### src/rtl/vmem_pkg.sv
// Shared widths, FSM state encoding and lane/vector types for the vector memory sequencer.
// No logic here; consumers import the whole package.
// Defaults match a 3-lane, 18-bit, 1K-word data memory stage.
package vmem_pkg;

    localparam int AW    = 10;
    localparam int DW    = 18;
    localparam int LANES = 3;

    typedef enum logic [1:0] {
        S_IDLE = 2'd0,
        S_ACC  = 2'd1,
        S_WAIT = 2'd2,
        S_DONE = 2'd3
    } state_t;

    typedef logic [DW-1:0]     lane_t;
    typedef lane_t [LANES-1:0] vec_t;

endpackage

### src/rtl/vector_mem_seq.sv
// Serialises one LANES-wide vector load/store onto a single-port synchronous RAM, one lane per cycle.
// Latency from accept: read done at +LANES+2, write done at +LANES+1.
// Stall is raised combinationally in the accept cycle and held until DONE; requests in DONE are ignored.
module vector_mem_seq
    import vmem_pkg::*;
#(
    parameter int AW    = vmem_pkg::AW,
    parameter int DW    = vmem_pkg::DW,
    parameter int LANES = vmem_pkg::LANES
) (
    input  logic                        i_clk,
    input  logic                        i_rst_n,
    input  logic                        i_req_valid,
    input  logic                        i_we,
    input  logic [LANES-1:0][AW-1:0]    i_addr,
    input  logic [LANES-1:0][DW-1:0]    i_wdata,
    output logic [LANES-1:0][DW-1:0]    o_rdata,
    output logic                        o_stall,
    output logic                        o_done,
    output logic [AW-1:0]               o_mem_addr,
    output logic                        o_mem_we,
    output logic [DW-1:0]               o_mem_wdata,
    input  logic [DW-1:0]               i_mem_rdata
);

    // The lane counter is two bits wide, so at most four lanes are supported.
    localparam logic [1:0] K_LAST = 2'(LANES - 1);

    state_t                      r_state;
    logic [1:0]                  r_k;
    logic                        r_we_l;
    logic [LANES-1:0][AW-1:0]    r_addr_l;
    logic [LANES-1:0][DW-1:0]    r_wdata_l;
    logic [LANES-1:0][DW-1:0]    r_rdata;

    logic                        w_in_acc;
    logic                        w_accept;

    assign w_in_acc = (r_state == S_ACC);
    assign w_accept = (r_state == S_IDLE) && i_req_valid;

    // FSM, lane counter, request latch and read-data capture.
    always_ff @(posedge i_clk or negedge i_rst_n) begin
        if (!i_rst_n) begin
            r_state   <= S_IDLE;
            r_k       <= 2'd0;
            r_we_l    <= 1'b0;
            r_addr_l  <= '0;
            r_wdata_l <= '0;
            r_rdata   <= '0;
        end else begin
            case (r_state)
                S_IDLE: begin
                    if (i_req_valid) begin
                        r_we_l    <= i_we;
                        r_addr_l  <= i_addr;
                        r_wdata_l <= i_wdata;
                        r_k       <= 2'd0;
                        r_state   <= S_ACC;
                    end
                end
                S_ACC: begin
                    // RAM returns the previous lane's word this cycle.
                    if (!r_we_l && (r_k != 2'd0)) begin
                        r_rdata[r_k - 2'd1] <= i_mem_rdata;
                    end
                    r_k <= r_k + 2'd1;
                    if (r_k == K_LAST) begin
                        r_state <= r_we_l ? S_DONE : S_WAIT;
                    end
                end
                S_WAIT: begin
                    // Last lane's word arrives one cycle after its address.
                    r_rdata[LANES-1] <= i_mem_rdata;
                    r_state          <= S_DONE;
                end
                default: begin
                    r_state <= S_IDLE;
                end
            endcase
        end
    end

    // RAM port is active only in ACC and parks at zero otherwise.
    always_comb begin
        o_mem_we    = w_in_acc && r_we_l;
        o_mem_addr  = '0;
        o_mem_wdata = '0;
        if (w_in_acc) begin
            o_mem_addr  = r_addr_l[r_k];
            o_mem_wdata = r_wdata_l[r_k];
        end
    end

    // Stall covers the accept cycle combinationally; reset forces it low even with a request pending.
    assign o_stall = i_rst_n && (w_accept || w_in_acc || (r_state == S_WAIT));
    assign o_done  = (r_state == S_DONE);
    assign o_rdata = r_rdata;

endmodule

### config.mk
export PLATFORM = sky130hd
export DESIGN_NAME = vector_mem_seq
export DESIGN_NICKNAME = d
export VERILOG_FILES = /design/src/rtl/vmem_pkg.sv /design/src/rtl/vector_mem_seq.sv
export SDC_FILE = /design/constraint.sdc
export NUM_CORES = 1
export LEC_CHECK = 0
export CAP_MARGIN = 25
export CORE_UTILIZATION = 63
export DETAILED_ROUTE_END_ITERATION = 8
export DONT_BUFFER_PORTS = 1
export GPL_ROUTABILITY_DRIVEN = 1
export GPL_TIMING_DRIVEN = 0
export PLACE_DENSITY = 0.9
export SYNTH_ARGS = -nofsm -noshare
export SYNTH_HDL_FRONTEND = slang
export SYNTH_SLANG_ARGS = --single-unit
export TNS_END_PERCENT = 100
### constraint.sdc
create_clock -name i_clk -period 3 [get_ports i_clk]
set_clock_uncertainty 0.2 [all_clocks]
set_input_delay 0.45 -clock i_clk [delete_from_list [all_inputs] [get_ports i_clk]]
set_output_delay 0.45 -clock i_clk [all_outputs]
set_load 0.1 [all_outputs]
# Word level (Yosys, flattened, before mapping)
# Cells that the tools add are included.
# Widths: inputs -> output; s select.
op_classes:
  shift: 0
  eq_ne: 7
  n_lt_le_gt_ge: 3
  multipliers: 0
  n_bitwise: 0
  muxes: 17
  div_mod_pow: 0
  reduce_logical: 17
  add_sub_neg: 2
ops:
  columns: ["operator", "n"]
  rows:
  - ["$bwmux 54", 1]
  - ["$mux 18", 3]
  - ["$mux 54", 1]
  - ["$bmux 18 s2", 1]
  - ["$demux 18 s2", 1]
  - ["$pmux 18 s2", 1]
  - ["$bmux 10 s2", 1]
  - ["$mux 10", 2]
  - ["$reduce_and 2->1", 5]
  - ["$eq 2x2->1 const B", 3]
  - ["$lt 2x3->1 const B", 2]
  - ["$mux 2", 3]
  - ["$pmux 2 s3", 1]
  - ["$reduce_bool 2->1", 3]
  - ["$logic_and 1x1->1", 5]
  - ["$ne 2x1->1 const B", 2]
  - ["$pmux 2 s2", 1]
  - ["$add 2x1->2 const B", 1]
  - ["$eq 2x1->1 const B", 1]
  - ["$ge 2x1->1 const B", 1]
  - ["$logic_not 2->1", 1]
  - ["$logic_or 1x1->1", 2]
  - ["$ne 2x2->1 const B", 1]
  - ["$sub 2x1->2 const B", 1]
  - ["2 further kinds", 2]
word_totals:
  latch_bits: 0
  romBits: 0
  elab_cells: 58
  out_inout_bits: 85
  n_memories: 0
  register_bits: 143
  ram_bits: 0

# Logic depth before layout (Yosys ltp)
# Gate-level depths: netlist of the first run.
logic_depth:
  depth_word: 8
  mapped_depth: 9
  mapped_depth_nobuf: 5

# Worst setup path after synthesis of the first run
# No wires, ideal clock.
synth_path:
  kind: "register -> output"
  start: "register r_state[0]"
  end: "output port o_stall"
  path_stages_with_launch: 7
  slack_ns: -0.936
  arrival_time_ns: 3.286
  path_cell_list: "dfrtp_1 -> inv_1 -> ha_1 -> nand2_1 -> buf_4 -> buf_6 -> a21boi_0"
synth_via:
  elab_chain_len: 5
  word_cells_on_any_way: 7
  cone_classes: "eq/ne (2); reduce/logical (5)"
synth_rtl:
  columns: ["item", "line_no", "source"]
  rows:
  - ["from (decl)", "vector_mem_seq.sv:29", "state_t r_state;"]
  - ["from (signal assigned)", "vector_mem_seq.sv:69", "r_state <= r_we_l ? S_DONE : S_WAIT;"]
  - ["$logic_not 2->1", "vector_mem_seq.sv:40", "assign w_accept = (r_state == S_IDLE) && i_req_valid;"]
  - ["$logic_and 1x1->1", "vector_mem_seq.sv:40", null]
  - ["$logic_or 1x1->1", "vector_mem_seq.sv:96", "assign o_stall = i_rst_n && (w_accept || w_in_acc || (r_state == S_WAIT));"]
  - ["$logic_or 1x1->1 *", "vector_mem_seq.sv:96", null]
  - ["$logic_and 1x1->1 *", "vector_mem_seq.sv:96", null]
  - ["to (decl)", "vector_mem_seq.sv:18", "output logic o_stall,"]
# Every way passes the cells marked *; elsewhere a longest branch is shown, timed or not.

# Worst setup path in the final report of the first run
layout_path:
  start: "register r_k[1]"
  end: "output port o_mem_wdata[6]"
layout_via:
  elab_chain_len: 3
layout_rtl:
  columns: ["item", "line_no", "source"]
  rows:
  - ["from (decl)", "vector_mem_seq.sv:30", "logic [1:0] r_k;"]
  - ["from (signal assigned)", "vector_mem_seq.sv:67", "r_k <= r_k + 2'd1;"]
  - ["$bmux 18 s2", "vector_mem_seq.sv:91", "o_mem_wdata = r_wdata_l[r_k];"]
  - ["$mux 18 (not written as such)", "vector_mem_seq.sv:91", null]
  - ["$mux 18", "vector_mem_seq.sv:89", "if (w_in_acc) begin"]
  - ["to (decl)", "vector_mem_seq.sv:22", "output logic [DW-1:0] o_mem_wdata,"]
# Every way passes these cells. The select of a mux whose other input is x is not followed.

==> results of run 1 <==
-- flip-flops by register name, indices dropped and copies added (netlist names) --
name,cells
o_rdata,54
r_addr_l,30
r_state,2
r_we_l,1
r_wdata_l,54
r_k,2
-- layout by cell type (no fill, tap or decap), types with 4 or more instances in the layout --
master         synthesis  routed
mux2_2               148     148
dfrtp_1              143     143
dlygate4sd3_1          0     104
nand2_1               55      55
a21boi_2               0      26
mux2_4                20      20
buf_8                  0      17
clkbuf_16              0      16
buf_16                 0      10
buf_6                  7       9
ha_1                  10       9
buf_2                  8       8
buf_4                  6       5
clkinv_4               0       5
inv_1                  4       4
inv_6                  0       4
-- cell families (layout without fill, tap and decap cells) --
group                    after synthesis  in the layout
flip-flops                           143            143
XOR/XNOR                               1              1
AND/OR/NAND/NOR                       67             67
multiplexers                         170            170
buffers and inverters                 33            197
adder cells (fa/ha/maj)               10             10
AO/OA/AOI/OAI                         37             37
-- area by class of cell --
| class | instances | area (sq um) | share of cell area |
|---|---|---|---|
| Tap cell | 133 | 166 | 0.0185 |
| Clock inverter | 13 | 176 | 0.0196 |
| Clock buffer | 19 | 432 | 0.0480 |
| Buffer | 28 | 241 | 0.0268 |
| Sequential cell | 143 | 3580 | 0.398 |
| Multi-Input combinational cell | 285 | 2790 | 0.310 |
| Inverter | 5 | 18.8 | 0.00209 |
| Timing Repair Buffer | 132 | 1590 | 0.177 |
-- metal layers --
layer | part of all wire | wire length (um) | global-route usage
met2 | 0.50 | 11100 | 0.685
met1 | 0.35 | 7850 | 0.467
met3 | 0.096 | 2130 | 0.108
met5 | 0 | 0 | 0
met4 | 0.053 | 1190 | 0.211
-- how the worst max path moves through the flow --
| stage | startpoint | end | slack, ns |
|---|---|---|---|
| 2_1_floorplan | r_state[0]$_DFFE_PN0P_ | o_stall | -0.17 |
| 3_3_place_gp | r_state[0]$_DFFE_PN0P_ | o_stall | -0.43 |
| 3_5_place_dp | r_state[1]$_DFFE_PN0P_ | o_mem_addr[8] | 0.26 |
| 4_1_cts | r_state[1]$_DFFE_PN0P_ | o_stall | 0.01 |
| 5_1_grt | r_k[1]$_DFFE_PN0P_ | o_mem_wdata[6] | -0.16 |
| 6_report | r_k[1]$_DFFE_PN0P_ | o_mem_wdata[6] | -0.10 |
-- stage by stage --
step	std cells	TNS, ns	hold WS, ns	utilization	area, sq um
final	758	-0.391	-0.599	0.912	9000
after detailed placement	622	0	-0.0420	0.740	7300
after global placement	594	-0.522	-0.0429	0.685	6750
after floorplan	461	-0.167	-0.0456	-	6590
after global routing	758	-1.57	-0.617	0.912	9000
after CTS	758	0	-0.601	0.908	8960
-- timing repair --
action | CTS | global route
pin swaps | 0 | 2
cloned | 0 | 0
resized for setup | 6 | 11
endpoints found under the hold margin | 284 | 143
endpoints found under the setup margin | 28 | 22
==> results.toml, run 1 <==
[synthesis]
syn_nets = 577
syn_inst = 461
synthXorXnorAreaFrac = 0.00135
synth_top_area_share = 0.552
syn_avg_cell_area_sq_um = 14.1
yosysSeqAreaShare = 0.552
synth-edff-count = 0
synth_fa_ha_area_frac = 0.0193
synth_seq_cells = 143
synth_mux_area_frac = 0.306
netlist_area_sq_um = 6490
synth_top_family_by_area = "multiplexers"
synthArstFlopShare = 1.00
yosysWarnings = 0
synth_ff_type = "dfrtp_1"
synth.largest_area_cell = "dfrtp_1"
synth-compound-area-share = 0.0413
synth.area.top_cells = "dfrtp_1 (55%), mux2_2 (26%), mux2_4 (4.6%)"
yosysMostFrequentCell = "mux2_2"
yosys-top-cells-count = "mux2_2 (148), dfrtp_1 (143), nand2_1 (55), a21boi_0 (26), mux2_4 (20)"
synth_simple_gate_area_share = 0.0428
synthDistinctLibCells = 30

[timing]
post-route-min-period_ns = 3.10
slew_headroom = 0.342
finalSetupViolations = 11
hold_violations = 143
min_period_over_period = 1.03
worst_pin_slew_ns = 0.988
slew_violations = 0
max_freq_ghz = 0.322
final.setup.worst_slack_ns = -0.103
rsz0062_at_grt = "yes"
timing.hold.ws_ns = -0.599

[die]
dieWidth_um = 103
dieArea_sq_um = 10700
start_util = 0.658
pin_count = 191
rows = 36
dieHeight_um = 103
core_sq_um = 9860

[route]
via_per_inst = 6.44
wl_per_cell_um = 29.3
via_count = 4879
drt_iter0_markers = 398
drt-total-wl_um = 22200
firstDrtPassIters = 7
ant_nets = 0
drc_errors = 0

[worst_setup_path]
crit_arrival_ns = 2.45
worstRegToRegCells = 9
worstReg2RegEnd = "o_rdata[28]$_DFFE_PN0P_"
cp-end-kind = "output pin"
critPathKind = "flop to output pin"
required_ns = 2.35
crit_slowest_cell = "dfrtp_1"
cp-start-kind = "flop"
crit_cells = 7
reg2reg_from = "r_k[1]$_DFFE_PN0P_"
cp_max_fo = 10
regToRegSetupSlack_ns = 0.30
critPathMaxStageDelay_ns = 0.44
path_buf_inv = 4
critical-path-top-delay-family = "buffers and inverters"
crit_chain = "buf_2, nor2b_1, buf_4, buf_6, nand2_1, a21boi_2, buf_16"

[layout]
fillers = 295
area_growth_pct = 38.7
antenna_cells = 0
drive_gt1_frac = 0.462
fin_nets = 728

[clock_tree]
post_cts_buffers = 0
root_buffer = "clkbuf_8"
clk_latency_ns = 0.52
clk_pin_slew_ns = 0.08
cts_tree = "yes"
clock_path_buffers = 2
holdBufCountCts = 104
cts_made_buffers = 17
h-tree-depth = 4
cts_sinks = 143

[run]
drv_cap = 0

[status]
violations = "hold timing, setup timing"
status = "complete, but fails checks"

[place]
portBuffers = 0
hpwlAfterDp_um = 10500
place_congestion = 0.826
post-place-ws_ns = 0.255

[grt]
antenna_found_initial = 0
grt_max_degree = 145
grt.overflow.total = 0
grt_pass1_vias = 5219
grt_pass1_wl_um = 30300
track_usage = 0.402

[worst_hold_path]
hold_class = "input port to asynchronous set/reset pin"
Power of run 1 is left out: the tool's default activity adds up to more than one toggle a clock period on the data nets, which glitch-free logic cannot reach.
==> run 2: changes to the inputs <==
--- a/config.mk
+++ b/config.mk
@@ -6,6 +6,7 @@
 export NUM_CORES = 1
 export LEC_CHECK = 0
 export CAP_MARGIN = 25
+export CORE_MARGIN = 5
 export CORE_UTILIZATION = 63
 export DETAILED_ROUTE_END_ITERATION = 8
 export DONT_BUFFER_PORTS = 1
==> run 2 against run 1 <==
The run ends with hold timing left. Setup slack improved by 0.15 ns. Critical endpoint is now o_stall. First-iteration DRC count increased by 21%. Sequential share of layout area decreased by 0.14 points. Register-to-register slack improved by 0.13 ns. Die area increased by 16%. Cell count increased by 0.92%. Highest routed layer unchanged. Wire length decreased by 6.4%. Global-route usage decreased by 7.6 points. Critical path depth unchanged. Hold slack improved by 0.010 ns. Via count decreased by 3.6%. Utilization decreased by 2.6 points.
==> results.toml, run 2 (same netlist as run 1, synthesis figures left out) <==
[status]
status = "complete, but fails checks"
violations = "hold timing"

[worst_setup_path]
crit_chain = "inv_1, ha_2, nand2_1, buf_6, buf_6, a21boi_4, buf_16"
required_ns = 2.35
cp_max_fo = 10
cp_common_cell = "buf_6"
cp-start-kind = "flop"
crit_arrival_ns = 2.31
crit_slowest_cell = "dfrtp_1"
critical-path-top-delay-family = "buffers and inverters"
path_buf_inv = 4
critPathMaxStageDelay_ns = 0.43
critPathKind = "flop to output pin"
cp-end-kind = "output pin"

[timing]
min_period_over_period = 0.986
hold_violations = 143
worst_pin_slew_ns = 0.983
finalSetupViolations = 0
slew_headroom = 0.346
totalNegativeSetupSlack_ns = 0
max_freq_ghz = 0.338
slew_violations = 0
timing.hold.ws_ns = -0.589
post-route-min-period_ns = 2.96

[die]
pin_count = 191
rows = 37
dieArea_sq_um = 12400
dieHeight_um = 111
start_util = 0.637
dieWidth_um = 111
core_sq_um = 10200

[route]
drt-total-wl_um = 20800
ant_nets = 0
wl_per_cell_um = 27.2
drt_iter0_markers = 481
via_count = 4705
via_per_inst = 6.15
firstDrtPassIters = 5
drc_errors = 0

[grt]
grt.overflow.total = 0
track_usage = 0.326
grt_pass1_vias = 5406
grt_pass1_wl_um = 31200
antenna_found_initial = 1
grt_max_degree = 145

[clock_tree]
clk_latency_ns = 0.53
h-tree-depth = 4
cts_sinks = 143
cts_made_buffers = 17
cts_tree = "yes"
root_buffer = "clkbuf_8"
holdBufCountCts = 104
clk_pin_slew_ns = 0.06
clock_path_buffers = 2

[place]
portBuffers = 0
dp.cells = 625
place_congestion = 0.801
hpwlAfterDp_um = 11300
placed_area_sq_um = 7320

[layout]
final_common_cell = "mux2_2"
final_area_sq_um = 9030
postLayoutCoreUtil = 0.886
fillers = 375
area_growth_pct = 39.2
fin_nets = 731
mostFrequentLayoutCells = "mux2_2 (148), dfrtp_1 (143), dlygate4sd3_1 (104), nand2_1 (55), a21boi_2 (21)"
drive_gt1_frac = 0.463
stdcell_count = 765

[run]
drv_cap = 0

[worst_hold_path]
hold_class = "input port to asynchronous set/reset pin"
-- run 2: cell types whose count changed in the layout (fill, tap and decap cells not counted), sizes merged --
cell	before	now
clkinvlp	1	6
clkinv	5	4
inv	9	6
buf	52	55
diode	0	1
bufinv	3	2
-- run 2: metal layers --
layer	wire [um]	vias up	part of all wire	track usage
met5	0	-	0	0
li1	-	1916	-	-
met4	1050	0	0.050	0.175
met1	7650	2365	0.37	0.378
met2	10300	335	0.50	0.537
met3	1800	89	0.087	0.111
-- run 2: repair_timing --
item                                    in CTS  in global routing
buffers inserted                             0                  3
gates resized for setup                      6                 18
pin swaps                                    0                  2
endpoints found under the hold margin      284                143
endpoints found under the setup margin      30                 30
-- run 2: final cells by class --
cell class	count	area, sq um	share of cell area
plain buffers	28	244	0.0270
clock buffers	19	422	0.0467
well taps	136	170	0.0188
diodes	1	2.50	0.000277
repair buffers	135	1620	0.180
multi-input cells	285	2830	0.313
flip-flops and latches	143	3580	0.396
inverters	5	18.8	0.00208
clock inverters	13	141	0.0157
-- run 2: worst paths after layout --
check                      slack (ns)                         to  cells after the start                      start
max                              0.04                    o_stall                      7     r_state[1]$_DFFE_PN0P_
min                             -0.59    o_rdata[22]$_DFFE_PN0P_                      0                    i_rst_n
max reg2reg                      0.43    o_rdata[16]$_DFFE_PN0P_                      9         r_k[0]$_DFFE_PN0P_
min reg2reg                      0.31  r_wdata_l[21]$_DFFE_PN0P_                      1  r_wdata_l[21]$_DFFE_PN0P_
max in group asynchronous        3.02    o_rdata[15]$_DFFE_PN0P_                      0                    i_rst_n
min in group i_clk               0.12         r_k[1]$_DFFE_PN0P_                      3                i_req_valid
-- run 2: stage by stage --
step	setup WS, ns	hold WS, ns
detailed placement	0.230	-0.0423
global route	-0.0461	-0.602
floorplan	-0.167	-0.0456
finish	0.0416	-0.589
CTS	-0.0367	-0.594
global placement	-0.440	-0.0424
-- run 2: worst register-to-register path, cell delays in order, from the launching register on --
cell      delay [ns]
dfrtp_1         0.41
clkbuf_4        0.20
inv_2           0.19
buf_2           0.34
ha_1            0.24
nor2_1          0.06
and3_1          0.19
buf_6           0.15
buf_12          0.16
mux2_4          0.31
Power of run 2 is left out for the same reason.
==> run 3: changes to the inputs <==
--- a/config.mk
+++ b/config.mk
@@ -5,8 +5,8 @@
 export SDC_FILE = /design/constraint.sdc
 export NUM_CORES = 1
 export LEC_CHECK = 0
-export CAP_MARGIN = 25
-export CORE_MARGIN = 5
+export CAP_MARGIN = 20
+export CORE_MARGIN = 3
 export CORE_UTILIZATION = 63
 export DETAILED_ROUTE_END_ITERATION = 8
 export DONT_BUFFER_PORTS = 1
==> run 3 against run 2 <==
The run ends with hold timing, setup timing left. Die area down 7.0%. Setup slack worse by 0.070 ns. Sequential share of layout area up 0.19 points. Fmax shrank 2.3%. Sequential cell count stayed put. Final area shrank 0.47%. Utilization grew 2.0 points. Critical endpoint unchanged. Largest cell class unchanged.
==> results.toml, run 3 (same netlist as run 1, synthesis figures left out) <==
[timing]
final.setup.worst_slack_ns = -0.0282
worst_pin_slew_ns = 1.01
max_freq_ghz = 0.330
totalNegativeSetupSlack_ns = -0.0603
post-route-min-period_ns = 3.03
min_period_over_period = 1.01
hold_violations = 143
timing.hold.ws_ns = -0.589
slew_violations = 0
finalSetupViolations = 3
slew_headroom = 0.328
rsz0062_at_grt = "yes"

[layout]
mostFrequentLayoutCells = "mux2_2 (148), dfrtp_1 (143), dlygate4sd3_1 (104), nand2_1 (49), mux2_4 (20)"
drive_gt1_frac = 0.458
final_area_sq_um = 8990
area_growth_pct = 38.5
postLayoutCoreUtil = 0.907
final_common_cell = "mux2_2"
fin_nets = 716
stdcell_count = 747

[worst_setup_path]
cp_max_fo = 10
crit_arrival_ns = 2.38
cp-end-kind = "output pin"
crit_chain = "inv_1, ha_2, nand2_1, buf_4, buf_6, a21boi_4, buf_16"
critPathKind = "flop to output pin"
cp-start-kind = "flop"
crit_slowest_cell = "dfrtp_1"
critPathMaxStageDelay_ns = 0.44
required_ns = 2.35
reg2reg_from = "r_k[0]$_DFFE_PN0P_"
timing.critical_path.from = "r_state[1]$_DFFE_PN0P_"

[die]
dieArea_sq_um = 11500
dieHeight_um = 107
start_util = 0.655
rows = 36
core_sq_um = 9910
dieWidth_um = 107
pin_count = 191

[clock_tree]
clk_latency_ns = 0.54
cts_tree = "yes"
cts_sinks = 143
cts_made_buffers = 17
clock_path_buffers = 2
clk_pin_slew_ns = 0.07
holdBufCountCts = 104
root_buffer = "clkbuf_8"
h-tree-depth = 4

[place]
placed_area_sq_um = 7090
portBuffers = 0
place_congestion = 0.729
hpwlAfterDp_um = 10700
dp.cells = 606

[route]
firstDrtPassIters = 5
drt_iter0_markers = 436
via_count = 4793
drt-total-wl_um = 22700
wl_per_cell_um = 30.4
via_per_inst = 6.42
ant_nets = 0
drc_errors = 0

[grt]
grt_max_degree = 145
grt_pass1_vias = 5306
grt_pass1_wl_um = 31900
grt.overflow.total = 0
antenna_found_initial = 1
track_usage = 0.378

[status]
violations = "hold timing, setup timing"
status = "complete, but fails checks"

[run]
drv_cap = 0

[worst_hold_path]
hold_class = "input port to asynchronous set/reset pin"
run 3: cell count changes in the layout (fill, tap and decap cells not counted), moves of 5 or more:
cell,before,now
nand2_1,55,49
buf_8,17,4
nand2_2,1,7
a21boi_4,7,17
clkbuf_8,1,7
a21boi_2,21,11
clkinvlp_4,6,1
run 3: worst paths after layout:
check                           cells after the start                        to  slack, ns
max in group asynchronous                           0  r_addr_l[12]$_DFFE_PN0P_       2.94
worst max register to register                      9   o_rdata[30]$_DFFE_PN0P_       0.46
worst min register to register                      1  r_wdata_l[2]$_DFFE_PN0P_       0.31
worst max-delay path                                7                   o_stall      -0.03
min in group i_clk                                  3        r_k[1]$_DFFE_PN0P_       0.10
worst min-delay path                                0    o_rdata[9]$_DFFE_PN0P_      -0.59
run 3: cell type report:
class | instances | area [sq um]
Multi-Input combinational cell | 285 | 2930
Fill cell | 340 | 923
Inverter | 5 | 20.0
Sequential cell | 143 | 3580
Clock inverter | 4 | 72.6
Tap cell | 133 | 166
Buffer | 28 | 302
Timing Repair Buffer | 120 | 1400
Clock buffer | 28 | 515
Antenna cell | 1 | 2.50
run 3: worst max-delay path, delay by kind of cell (launching register included):
| family | cells | cell delay, ns |
|---|---|---|
| buffers and inverters | 4 | 0.74 |
| flip-flops | 1 | 0.44 |
| adder cells (fa/ha/maj) | 1 | 0.26 |
| AO/OA/AOI/OAI | 1 | 0.20 |
| AND/OR/NAND/NOR | 1 | 0.19 |
run 3: stage by stage:
stage / worst slack, ns / hold slack (ns)
after global placement: -0.424 / -0.0427
after CTS: 0.00179 / -0.600
after detailed placement: -0.0547 / -0.0427
after floorplan: -0.167 / -0.0456
after global routing: -0.0818 / -0.610
final: -0.0282 / -0.589
run 3: per-layer routing:
layer / GRT usage / routed length (um) / up-vias
li1: - / - / 1870
met1: 0.420 / 7870 / 2413
met2: 0.651 / 11500 / 402
met3: 0.129 / 2250 / 108
met4: 0.179 / 1170 / 0
met5: 0 / 0 / -
run 3: repair_timing:
item                                    CTS  global route
pin swaps                                 4             8
endpoints found under the hold margin   284           143
endpoints found under the setup margin   29            28
gates resized for setup                  30            29
buffers inserted                          0             4
Power of run 3 is left out for the same reason.
